$ cat src/rtl/regfile_sb.sv
// Integer register file: two write-back ports, optional write-to-read bypass,
// and a per-register pending-write scoreboard for long-latency destinations.
module regfile_sb #(
  parameter int XLEN   = 32,
  parameter int NREG   = 32,
  parameter int AW     = $clog2(NREG),
  parameter bit BYPASS = 1'b1
) (
  input  logic            clk,
  input  logic            reset,
  input  logic [AW-1:0]   rs1_addr,
  input  logic [AW-1:0]   rs2_addr,
  output logic [XLEN-1:0] rs1_data,
  output logic [XLEN-1:0] rs2_data,
  output logic            rs1_ready,
  output logic            rs2_ready,
  input  logic            we_a,
  input  logic [AW-1:0]   waddr_a,
  input  logic [XLEN-1:0] wdata_a,
  input  logic            we_b,
  input  logic [AW-1:0]   waddr_b,
  input  logic [XLEN-1:0] wdata_b,
  input  logic            issue_valid,
  input  logic [AW-1:0]   issue_rd,
  output logic            pending_any
);

  logic [XLEN-1:0] regs_q [NREG];
  logic [XLEN-1:0] regs_d [NREG];
  logic [NREG-1:0] pend_q;
  logic [NREG-1:0] pend_d;

  logic wr_a, wr_b, iss;

  assign wr_a = we_a && (waddr_a != '0);
  assign wr_b = we_b && (waddr_b != '0);
  assign iss  = issue_valid && (issue_rd != '0);

  // Port B is applied after port A so it wins on a shared address; the
  // scoreboard set is applied after the clear so a same-cycle issue wins.
  always_comb begin
    regs_d = regs_q;
    pend_d = pend_q;
    if (wr_a) regs_d[waddr_a] = wdata_a;
    if (wr_b) begin
      regs_d[waddr_b] = wdata_b;
      pend_d[waddr_b] = 1'b0;
    end
    if (iss) pend_d[issue_rd] = 1'b1;
  end

  always_ff @(posedge clk) begin
    if (reset) begin
      for (int unsigned i = 0; i < NREG; i++) regs_q[i] <= '0;
      pend_q <= '0;
    end else begin
      regs_q <= regs_d;
      pend_q <= pend_d;
    end
  end

  logic [1:0][AW-1:0]   rd_addr;
  logic [1:0][XLEN-1:0] rd_data;
  logic [1:0]           rd_rdy;

  assign rd_addr[0] = rs1_addr;
  assign rd_addr[1] = rs2_addr;

  for (genvar p = 0; p < 2; p++) begin : g_rd
    logic zero_or_rst, hit_a, hit_b;

    assign zero_or_rst = reset || (rd_addr[p] == '0);
    assign hit_a       = BYPASS && we_a && (waddr_a == rd_addr[p]);
    assign hit_b       = BYPASS && we_b && (waddr_b == rd_addr[p]);

    assign rd_data[p] = zero_or_rst ? '0      :
                        hit_b       ? wdata_b :
                        hit_a       ? wdata_a :
                                      regs_q[rd_addr[p]];

    assign rd_rdy[p]  = zero_or_rst || !pend_q[rd_addr[p]] || hit_b;
  end

  assign rs1_data    = rd_data[0];
  assign rs2_data    = rd_data[1];
  assign rs1_ready   = rd_rdy[0];
  assign rs2_ready   = rd_rdy[1];
  assign pending_any = !reset && (|pend_q);

endmodule

$ cat config.mk
export PLATFORM = sky130hd
export DESIGN_NAME = regfile_sb
export DESIGN_NICKNAME = d
export VERILOG_FILES = /design/src/rtl/regfile_sb.sv
export SDC_FILE = /design/constraint.sdc
export NUM_CORES = 2
export LEC_CHECK = 0
export CAP_MARGIN = 0
export CORE_ASPECT_RATIO = 1.5
export CORE_MARGIN = 2
export CORE_UTILIZATION = 27
export DETAILED_ROUTE_END_ITERATION = 16
export PLACE_DENSITY = 0.49
export SKIP_CTS_REPAIR_TIMING = 1
export SYNTH_ARGS = -nofsm -noshare
export SYNTH_HDL_FRONTEND = slang
export SYNTH_SLANG_ARGS = --single-unit
$ cat constraint.sdc
create_clock -name clk -period 8.79 [get_ports clk]
set_clock_uncertainty 0.15 [all_clocks]
set_input_delay 1.3185 -clock clk [delete_from_list [all_inputs] [get_ports clk]]
set_output_delay 1.3185 -clock clk [all_outputs]
set_load 0.01 [all_outputs]
==> results.json <==
{
  "status": "finished clean",
  "dieArea_um2": 243800,
  "netlist_area_um2": 64750,
  "antenna_found_initial": 20,
  "setup_viol": 0,
  "synth_edf_count": 0,
  "clockBufferDepth": 3,
  "final.setup.tns_ns": 0,
  "finalNetCount": 6288,
  "drv_cap": 0,
  "cts_made_buffers": 113,
  "yosysMostFrequentCell": "mux2i_1",
  "yosys.cell_types.count": 52,
  "finalWeightedCongestion": 0.8642,
  "reg2reg_depth": 2,
  "r2r_start": "regs_q[908]",
  "cts_tree": "yes",
  "num_rows": 220,
  "fp.dieW_um": 403.9,
  "io_buffers": 160,
  "drive_above_1_share_pct": 14.52,
  "power.density_nw_per_um2": 157.1,
  "fin_cells": 9399,
  "ant_nets": 0,
  "dp_cells": 9187,
  "slew_headroom_pct": 7.896,
  "end_kind": "primary output",
  "drc_errors": 0,
  "grt_usage_pct": 23.81,
  "arrival_ns": 5.72,
  "drt-pass1-iter-count": 7,
  "nFillCells": 24400,
  "synth_fp_nets": 6766,
  "cp-start-kind": "primary input",
  "critical_path.max_stage_delay_ns": 1.02,
  "drv_slew": 0,
  "hp-class": "reg -> reg",
  "worst-endpoint-required_ns": 7.32,
  "finalWirelength_um": 300600,
  "ys_seq_area_share_pct": 32.65,
  "postSynthAreaPerCell_um2": 9.705,
  "tightest_slew_ns": 1.378,
  "cts_root_buffer": "clkbuf_16",
  "setup.worst_path.start": "waddr_a[3]",
  "synthTopCellsByArea": "dfxtp_1, mux2i_1, mux4_2",
  "initial_core_util_pct": 27.10,
  "die-height_um": 603.8,
  "cp_max_fo": 18,
  "period_share_pct": 81.82,
  "rsz0062_at_grt": "false",
  "dr.first_iter.drc_count": 5918,
  "synth_seq_cells": 1056,
  "yosysTopAreaCell": "dfxtp_1",
  "max_freq_mhz": 139.0,
  "reg2reg_to": "regs_q[908]",
  "synth_top_area_share_pct": 32.65,
  "critPathKind": "in -> out",
  "path_common_cell": "clkdlybuf4s50_1",
  "clock_latency_ns": 0.78,
  "hold_viol": 0,
  "multiInputGateArea_um2": 40330,
  "seqCellArea_um2": 21140,
  "core_um2": 238900,
  "layout_min_cycle_time_ns": 7.192,
  "grt_overflow": 0,
  "worst_hold_slack_ns": 0.3299,
  "grt_start_max_net_pins": 98,
  "p_leak_uw": 0.02779,
  "cts.sinks": 1056,
  "io_pins": 161,
  "async_flop_share_pct": 0,
  "setup.worst_path.end": "rs1_data[15]",
  "h-tree-depth": 3,
  "ff2ff_setup_slack_ns": 7.77,
  "vias_per_cell": 6.036,
  "yosys_warnings": 0,
  "vias": 56740,
  "slowest_stage": "nor4_1",
  "worstPathCellList": "clkdlybuf4s50_1 > xor2_1 > nor4_1 > and3_2 > buf_4 > a32oi_1 > o211ai_1 > clkdlybuf4s50_1",
  "path_clk_slew_ns": 0.06,
  "syn_inst": 6672,
  "grt_pass1_wl_um": 423300,
  "syn_to_final_growth_pct": 11.73,
  "grt_pass1_vias": 56060,
  "synth_ff_type": "dfxtp_1",
  "peakVddDrop_mv": 0.1692,
  "ys_top_cells_by_count": "mux2i_1, dfxtp_1, nor2_1",
  "dp_hpwl_um": 175600,
  "wl_per_cell_um": 31.98
}
worst min-delay path by stage:
stage / slack [ns] / from / depth (start not counted) / end
2_1_floorplan: 0.30 / regs_q[1000] / 1 / regs_q[1000]
3_3_place_gp: 0.31 / regs_q[1012] / 1 / regs_q[1012]
3_5_place_dp: 0.32 / regs_q[1006] / 1 / regs_q[1006]
4_1_cts: 0.33 / regs_q[992] / 1 / regs_q[992]
5_1_grt: 0.34 / regs_q[992] / 1 / regs_q[992]
6_report: 0.33 / regs_q[992] / 1 / regs_q[992]
metrics by stage:
| stage | total power (uW) | instance area (um^2) | setup slack, ns | utilization [%] |
|---|---|---|---|---|
| after floorplan | 5878 | 64750 | 4.028 | - |
| after global placement | 6405 | 68580 | 1.819 | 28.70 |
| after detailed placement | 6418 | 68580 | 1.786 | 28.70 |
| after CTS | 11410 | 72330 | 1.801 | 30.27 |
| after global routing | 11660 | 72340 | 1.598 | 30.28 |
| final | 11370 | 72350 | 1.598 | 30.28 |
power by group:
group          internal, uW  leakage [uW]  switching, uW  total (uW)
Clock                  2770       0.00186           2260        5030
Sequential             4880       0.00853           69.5        4950
Combinational           451        0.0174            944        1400
layout by cell type (no fill, tap or decap), types with 31 or more instances in the layout:
| cell | Yosys | final |
|---|---|---|
| nand2_1 | 102 | 66 |
| o22ai_1 | 63 | 63 |
| a32oi_1 | 31 | 31 |
| buf_4 | 22 | 192 |
| nor3_1 | 37 | 36 |
| clkbuf_16 | 0 | 117 |
| o32ai_1 | 31 | 31 |
| a21oi_1 | 31 | 31 |
| nor2b_1 | 44 | 42 |
| nand2_4 | 0 | 36 |
| a22o_1 | 33 | 33 |
| mux2i_1 | 1263 | 1263 |
| a211oi_1 | 969 | 969 |
| o21ai_0 | 63 | 62 |
| a22oi_1 | 68 | 68 |
| o221ai_1 | 93 | 93 |
| a2111oi_0 | 31 | 31 |
| mux4_2 | 402 | 402 |
| a2111o_1 | 31 | 31 |
| dfxtp_1 | 1056 | 1056 |
| o211ai_1 | 31 | 31 |
| and3_1 | 37 | 36 |
| a21o_1 | 32 | 32 |
| nand3_1 | 70 | 59 |
| clkdlybuf4s50_1 | 0 | 151 |
| nor2_1 | 1053 | 1039 |
| mux2_2 | 34 | 34 |
cell families after synthesis:
logic type	count (synthesis)	synth area share [%]
buffers and inverters	955	6.002
AO/OA/AOI/OAI	1537	17.99
AND/OR/NAND/NOR	1405	8.995
XOR/XNOR	20	0.2705
multiplexers	1699	34.10
flip-flops	1056	32.65
state kept, by name (all words and copies together), names as in the netlist:
name and flops:
pend_q 32, regs_q 1024
worst max-delay path, delay by kind of cell:
family,cells,cell delay [ns]
simple gates,2,1.82
buf+inv,3,1.88
xor+xnor,1,0.30
compound gates,2,0.38
metal layers:
layer / vias up / share of wire (%) / GRT usage (%)
met5: - / 0.038 / 0
met4: 18 / 7.3 / 15.35
met2: 2783 / 47 / 38.97
li1: 24450 / - / -
met3: 827 / 7.4 / 4.076
met1: 28660 / 39 / 28.77
layout make-up:
type | count | area share, %
multi-input cells | 4661 | 55.75
flip-flops and latches | 1056 | 29.22
well taps | 3108 | 5.375
clock buffers | 169 | 4.732
repair buffers | 358 | 4.426
clock inverters | 38 | 0.4600
inverters | 4 | 0.02075
diodes | 5 | 0.01729
No activity file was read; power rests on OpenSTA's default activity.
